### src/rtl/mem_arb_pkg.sv
`default_nettype none
// ============================================================================
// Module      : mem_arb_pkg
// Description : Shared encodings for the instruction/data memory arbiter.
//               Holds the FSM state encoding, the owner encoding and the
//               default data-burst limit.
// Revision    : 1.0 - initial release
// ============================================================================
package mem_arb_pkg;

  typedef enum logic [1:0] {
    IDLE  = 2'd0,
    ISSUE = 2'd1,
    RESP  = 2'd2
  } arb_state_t;

  typedef enum logic {
    INST = 1'b0,
    DATA = 1'b1
  } arb_owner_t;

  localparam int c_MAX_D_BURST_DEFAULT = 4;

endpackage
`default_nettype wire

### src/rtl/mem_arb_pick.sv
`default_nettype none
// ============================================================================
// Module      : mem_arb_pick
// Description : Winner selection between the instruction and data requesters.
//               Data normally wins a collision; after MAX_D_BURST consecutive
//               data grants taken while an instruction request was waiting,
//               the instruction side wins once.
// Ports       : clk, rst       - clock, synchronous active-high reset
//               i_inst_req     - instruction request
//               i_data_req     - data request
//               i_grant        - a grant is being taken this cycle
//               o_pick_data    - 1 = DATA wins, 0 = INST wins
// Revision    : 1.0 - initial release
// ============================================================================
module mem_arb_pick
  import mem_arb_pkg::*;
#(
  parameter int MAX_D_BURST = c_MAX_D_BURST_DEFAULT
) (
  input  logic clk,
  input  logic rst,
  input  logic i_inst_req,
  input  logic i_data_req,
  input  logic i_grant,
  output logic o_pick_data
);

  localparam int SW = (MAX_D_BURST < 1) ? 1 : $clog2(MAX_D_BURST + 1);
  localparam logic [SW-1:0] c_STREAK_MAX = SW'(MAX_D_BURST);

  logic [SW-1:0] r_d_streak;
  logic          w_at_limit;
  logic          w_pick_data;

  assign w_at_limit  = (r_d_streak == c_STREAK_MAX);
  // Data wins unless the waiting instruction side has been passed over too often
  assign w_pick_data = i_data_req & ~(i_inst_req & w_at_limit);
  assign o_pick_data = w_pick_data;

  // The streak only counts data grants that actually made the fetch side wait
  always_ff @(posedge clk) begin
    if (rst) begin
      r_d_streak <= '0;
    end else if (i_grant) begin
      if (w_pick_data && i_inst_req) begin
        if (!w_at_limit) begin
          r_d_streak <= r_d_streak + 1'b1;
        end
      end else begin
        r_d_streak <= '0;
      end
    end
  end

endmodule
`default_nettype wire

### src/rtl/mem_arbiter.sv
`default_nettype none
// ============================================================================
// Module      : mem_arbiter
// Description : Two-requester arbiter (instruction fetch / data) in front of a
//               single-port synchronous memory with 1-cycle read latency.
//               Each access runs IDLE -> ISSUE -> RESP, giving a 2-cycle
//               latency from the sampling edge to ack and one access per
//               3 cycles.
// Ports       : clk, rst                    - clock, sync active-high reset
//               i_req, i_addr               - instruction fetch request
//               i_ack, i_rdata              - fetch completion / data
//               d_req, d_addr, d_wdata, d_wen - data request (d_wen=0 read)
//               d_ack, d_rdata              - data completion / load data
//               mem_en, mem_addr, mem_wdata, mem_wen, mem_rdata - memory port
//               i_grant_cnt, d_grant_cnt    - grant performance counters
// Revision    : 1.0 - initial release
// ============================================================================
module mem_arbiter
  import mem_arb_pkg::*;
#(
  parameter int ADDR_W      = 32,
  parameter int MAX_D_BURST = c_MAX_D_BURST_DEFAULT
) (
  input  logic              clk,
  input  logic              rst,
  input  logic              i_req,
  input  logic [ADDR_W-1:0] i_addr,
  output logic              i_ack,
  output logic [31:0]       i_rdata,
  input  logic              d_req,
  input  logic [ADDR_W-1:0] d_addr,
  input  logic [31:0]       d_wdata,
  input  logic [3:0]        d_wen,
  output logic              d_ack,
  output logic [31:0]       d_rdata,
  output logic              mem_en,
  output logic [ADDR_W-1:0] mem_addr,
  output logic [31:0]       mem_wdata,
  output logic [3:0]        mem_wen,
  input  logic [31:0]       mem_rdata,
  output logic [31:0]       i_grant_cnt,
  output logic [31:0]       d_grant_cnt
);

  arb_state_t        r_state;
  arb_state_t        w_state_nxt;
  arb_owner_t        r_owner;
  arb_owner_t        w_win_owner;
  logic [ADDR_W-1:0] r_addr;
  logic [31:0]       r_wdata;
  logic [3:0]        r_wen;
  logic [31:0]       r_i_grant_cnt;
  logic [31:0]       r_d_grant_cnt;

  logic              w_pick_data;
  logic              w_grant;
  logic              w_mem_en;
  logic [3:0]        w_mem_wen;
  logic              w_i_ack;
  logic              w_d_ack;
  logic [31:0]       w_i_rdata;
  logic [31:0]       w_d_rdata;

  mem_arb_pick #(
    .MAX_D_BURST (MAX_D_BURST)
  ) u_pick (
    .clk         (clk),
    .rst         (rst),
    .i_inst_req  (i_req),
    .i_data_req  (d_req),
    .i_grant     (w_grant),
    .o_pick_data (w_pick_data)
  );

  assign w_win_owner = w_pick_data ? DATA : INST;

  // --------------------------------------------------------------------------
  // State register
  // --------------------------------------------------------------------------
  always_ff @(posedge clk) begin
    if (rst) begin
      r_state <= IDLE;
    end else begin
      r_state <= w_state_nxt;
    end
  end

  // --------------------------------------------------------------------------
  // Next state and outputs
  // --------------------------------------------------------------------------
  always_comb begin
    w_state_nxt = r_state;
    w_grant     = 1'b0;
    w_mem_en    = 1'b0;
    w_mem_wen   = 4'h0;
    w_i_ack     = 1'b0;
    w_d_ack     = 1'b0;
    w_i_rdata   = 32'h0;
    w_d_rdata   = 32'h0;
    case (r_state)
      IDLE: begin
        if (i_req || d_req) begin
          w_grant     = 1'b1;
          w_state_nxt = ISSUE;
        end
      end
      ISSUE: begin
        w_mem_en    = 1'b1;
        w_mem_wen   = (r_owner == DATA) ? r_wen : 4'h0;
        w_state_nxt = RESP;
      end
      RESP: begin
        // Memory read data arrives in this cycle, one edge after ISSUE
        if (r_owner == INST) begin
          w_i_ack   = 1'b1;
          w_i_rdata = mem_rdata;
        end else begin
          w_d_ack = 1'b1;
          if (r_wen == 4'h0) begin
            w_d_rdata = mem_rdata;
          end
        end
        w_state_nxt = IDLE;
      end
      default: begin
        w_state_nxt = IDLE;
      end
    endcase
  end

  // --------------------------------------------------------------------------
  // Request latches and grant counters; requester inputs are ignored after
  // the grant edge, so the access is immune to mid-flight changes.
  // --------------------------------------------------------------------------
  always_ff @(posedge clk) begin
    if (rst) begin
      r_owner       <= DATA;
      r_addr        <= '0;
      r_wdata       <= 32'h0;
      r_wen         <= 4'h0;
      r_i_grant_cnt <= 32'h0;
      r_d_grant_cnt <= 32'h0;
    end else if (w_grant) begin
      r_owner <= w_win_owner;
      if (w_win_owner == DATA) begin
        r_addr        <= d_addr;
        r_wdata       <= d_wdata;
        r_wen         <= d_wen;
        r_d_grant_cnt <= r_d_grant_cnt + 32'h1;
      end else begin
        // Fetches never write; mem_wdata keeps the last store value
        r_addr        <= i_addr;
        r_wen         <= 4'h0;
        r_i_grant_cnt <= r_i_grant_cnt + 32'h1;
      end
    end
  end

  assign mem_en      = w_mem_en;
  assign mem_wen     = w_mem_wen;
  assign mem_addr    = r_addr;
  assign mem_wdata   = r_wdata;
  assign i_ack       = w_i_ack;
  assign i_rdata     = w_i_rdata;
  assign d_ack       = w_d_ack;
  assign d_rdata     = w_d_rdata;
  assign i_grant_cnt = r_i_grant_cnt;
  assign d_grant_cnt = r_d_grant_cnt;

endmodule
`default_nettype wire

### config.mk
export PLATFORM = sky130hd
export DESIGN_NAME = mem_arbiter
export DESIGN_NICKNAME = d
export VERILOG_FILES = /design/src/rtl/mem_arb_pkg.sv /design/src/rtl/mem_arb_pick.sv /design/src/rtl/mem_arbiter.sv
export SDC_FILE = /design/constraint.sdc
export NUM_CORES = 1
export LEC_CHECK = 0
export BUFFER_PORTS_ARGS = -buffer_cell sky130_fd_sc_hd__buf_2
export CAP_MARGIN = 0
export CORE_AREA = 2 2 129 131
export CTS_BUF_LIST = sky130_fd_sc_hd__clkbuf_8 sky130_fd_sc_hd__clkbuf_16
export DETAILED_ROUTE_END_ITERATION = 6
export DIE_AREA = 0 0 131 133
export PLACE_DENSITY = 0.72
export SETUP_SLACK_MARGIN = 0.4
export SYNTH_ARGS = -nofsm -noshare
export SYNTH_HDL_FRONTEND = slang
export SYNTH_HIERARCHICAL = 1
export SYNTH_SLANG_ARGS = --single-unit
### constraint.sdc
create_clock -name clk -period 2.8 [get_ports clk]
set_input_delay 0.14 -clock clk [delete_from_list [all_inputs] [get_ports clk]]
set_output_delay 0.14 -clock clk [all_outputs]
set_load 0.05 [all_outputs]
==> metrics.md <==
| Metric | Value |
|---|---|
| P per Cell Area | 572 mW/mm^2 |
| CTS Root Cell | clkbuf_16 |
| First-iteration detailed-routing DRC count | 325 |
| Total gr overflow | 0 |
| Routed len/inst | 13.8 um |
| Worst EP arrival | 2.60 ns |
| Largest net degree at the start of global routing | 61 |
| CTS Buf Count | 17 |
| Clock Pin Slew Worst Setup and Hold Paths | 0.06 ns |
| Number of cells after detailed placement | 1269 |
| Die height | 133 um |
| Die area | 0.0174 mm^2 |
| # DRC | 0 |
| Most frequent cells in the layout | buf_2, dfxtp_1, nor2_1 |
| Gr usage total | 20.7% |
| Sink Count | 138 |
| Final WS setup | 0.540 ns |
| Fmax | 442 MHz |
| Initial antenna violation count | 0 |
| Max_cap viols | 0 |
| Final setup TNS | 0 ns |
| # rows | 47 |
| Most common cell after layout, fill and taps aside | buf_2 |
| Register bit total from synthesis | 138 |
| Main synth FF type | dfxtp_1 |
| TritonCTS clock tree | done |
| Initial Utilization | 39.2% |
| Status | completed |
| Reg2Reg Capture Point | i_grant_cnt[31]$_SDFFE_PP0P_ |
| Crit-path slowest cell | or3_1 |
| Finished Cell Area | 0.00918 mm^2 |
| Fill cells | 1435 |
| Vias in the first global route | 5924 |
| Tcrit/Tclk final | 80.7% |
| Worst hold path endpoint | r_wen[1]$_SDFFE_PP0P_ |
| CP bufs+invs | 2 |
| Hold depth | 3 |
| Worst hold path type | primary input to flop |
| Fraction of registers with async set or reset after synthesis | 0% |
| Clock Latency Late Sink | 0.41 ns |
| Synth Cell Area | 0.00634 mm^2 |
| Fin cells | 1338 |
| Antenna Cells | 0 |
| Min cycle time layout | 2.26 ns |
| Worst IR drop on VDD | 0.418 mV |
| Hold path startpoint | d_wen[1] |
| Vias | 6464 |
| Post-Place Cell Area | 0.00825 mm^2 |
| Family with the most delay on the worst path | simple AND/OR/NAND/NOR gates |
| DIE WIDTH | 131 um |
| I/O Buffers | 334 |
| Yosys warnings | 6 |
| Worst stage delay on the critical path | 0.38 ns |
| Area delta synth->final | 44.7% |
| Synth Area per Inst | 8.48 um^2 |
| Syn Inst Count | 748 |
| Core ar. | 0.0162 mm^2 |
| RR Startpoint | u_pick/r_d_streak[0]$_SDFFE_PP0P_ |
| RSZ-0062 raised after global routing | true |
| Worst slack at placement | 0.473 ns |
| CP Launch Type | flop |
| Global-route wire length before repair | 29.2 mm |
| First drt pass iteration count | 4 |
| Slew headroom | 49.8% |
| Critical path class | flop to flop |
| CP required | 3.14 ns |
| R2R depth | 9 |
| Sequential-to-total area share from yosys stat | 43.6% |
| Post-synth cell types | 38 |
| R2r setup slk | 0.54 ns |
| Antenna Nets Post-Route | 0 |
| Worst-Margin Slew | 0.746 ns |
| Clock Path Buffers | 2 |
| Power Total | 0.00525 W |
| Syn_nets | 888 |
| Final setup fails | 0 |
| Layout Nets | 1245 |
| CP Cell Sequence | inv_1 -> ha_1 -> a31oi_4 -> buf_4 -> nand3b_1 -> nor4_4 -> nand3_1 -> or3_1 -> a21oi_1 |
| Gp weighted congestion | 0.815 |
| CP max FO | 6 |
| Setup Skew | 0.00635 ns |
| Critical path endpoint category | flop |
| Share of cells above drive strength 1 | 35.8% |
| Leakage Power | 4.52 nW |
| Final wirelength | 18.5 mm |
| Slew Limit Fails | 0 |
| Detailed Place HPWL | 13.3 mm |
| Number of flops mapped to enable cells by yosys | 0 |
| Ports | 335 |
| Number of H-tree levels | 4 |
| Final Hold Vio Count | 0 |
| Vias/cell | 4.83 |
==> metrics by stage <==
| stage | hold WS (ns) | util, % |
|---|---|---|
| after floorplan | 0.210 | - |
| final | 0.0311 | 56.8 |
| after detailed placement | 0.386 | 51.0 |
| after global placement | 0.380 | 51.0 |
| after CTS | 0.0149 | 56.7 |
| after global routing | 0.0440 | 56.8 |
==> synthesized netlist by cell type (3+ instances only) <==
master    count  share of area [%]
dfxtp_1     138                 44
nor2_1       99                5.9
nand2_1      88                5.2
and3_1       44                4.3
a21oi_1      43                3.4
xor2_1       43                5.9
clkbuf_1     38                2.2
and2_1       36                3.6
mux2i_1      34                5.4
a211oi_1     32                3.8
nand4_1      31                3.1
nand3_1      25                2.0
xnor2_1      15                2.1
inv_1        11               0.65
nor4_1        7               0.69
and4_1        6               0.83
nor3_1        6               0.47
o21ai_0       6               0.47
or3_1         6               0.59
buf_2         5               0.39
buf_1         4               0.24
ha_1          4               0.79
nor3_2        4               0.63
nor4_2        3               0.59
nor4_4        3                1.0
==> worst register-to-register path: stages, from the launching register on <==
cell and delay (ns):
dfxtp_1 0.33, inv_1 0.07, ha_1 0.20, a31oi_4 0.13, buf_4 0.18, nand3b_1 0.24, nor4_4 0.34, nand3_1 0.21
or3_1 0.38, a21oi_1 0.14
==> state kept, by name, summed over array words and instances (netlist names) <==
| name | cells |
|---|---|
| mem_wdata | 32 |
| d_grant_cnt | 32 |
| r_wen | 4 |
| mem_addr | 32 |
| r_owner | 1 |
| r_state | 2 |
| u_pick/r_d_streak | 3 |
| i_grant_cnt | 32 |
==> layout make-up <==
type,count,area (um^2),area share (%)
Clock buffer,17,425,4.63
Tap cell,220,275,3.00
Multi-Input combinational cell,549,3360,36.6
Sequential cell,138,2760,30.1
Inverter,12,45.0,0.491
Clock inverter,15,136,1.49
Timing Repair Buffer,387,2170,23.7
==> where the power goes <==
group	switching (W)	leakage, nW	internal (W)	total, W
Clock	0.000844	0.282	0.00129	0.00214
Sequential	0.0000548	1.13	0.00206	0.00212
Combinational	0.000699	3.12	0.000299	0.000998
==> worst max path at each step <==
stage,end,start,slack [ns],cells after the start
after floorplan,d_grant_cnt[31]$_SDFFE_PP0P_,d_grant_cnt[5]$_SDFFE_PP0P_,0.63,5
after global placement,d_grant_cnt[28]$_SDFFE_PP0P_,u_pick/r_d_streak[0]$_SDFFE_PP0P_,0.54,9
after detailed placement,d_grant_cnt[28]$_SDFFE_PP0P_,u_pick/r_d_streak[0]$_SDFFE_PP0P_,0.47,9
after CTS,d_grant_cnt[28]$_SDFFE_PP0P_,u_pick/r_d_streak[0]$_SDFFE_PP0P_,0.41,9
after global routing,i_grant_cnt[31]$_SDFFE_PP0P_,u_pick/r_d_streak[0]$_SDFFE_PP0P_,0.35,9
final,i_grant_cnt[31]$_SDFFE_PP0P_,u_pick/r_d_streak[0]$_SDFFE_PP0P_,0.54,9
==> what timing repair did <==
| action | CTS | global route |
|---|---|---|
| hold buffers | 35 | 0 |
| endpoints found under the hold margin | 35 | 0 |
| buffers inserted | 0 | 2 |
| setup endpoints to repair | 0 | 33 |
| gates resized for setup | 0 | 1 |
==> kinds of logic after synthesis <==
family / after synthesis / share of synthesized area (%)
flops: 138 / 43.6
xor+xnor: 58 / 8.01
mux: 34 / 5.37
simple gates: 368 / 30.0
fa+ha+maj: 4 / 0.789
buf+inv: 61 / 3.95
compound gates: 85 / 8.31
==> layer usage <==
| layer | global-route usage, % | wire length, um |
|---|---|---|
| met5 | 0 | 0 |
| met4 | 7.45 | 427 |
| met3 | 4.65 | 1060 |
| met2 | 34.0 | 8830 |
| met1 | 26.6 | 8220 |
No activity file was read; power rests on OpenSTA's default activity.
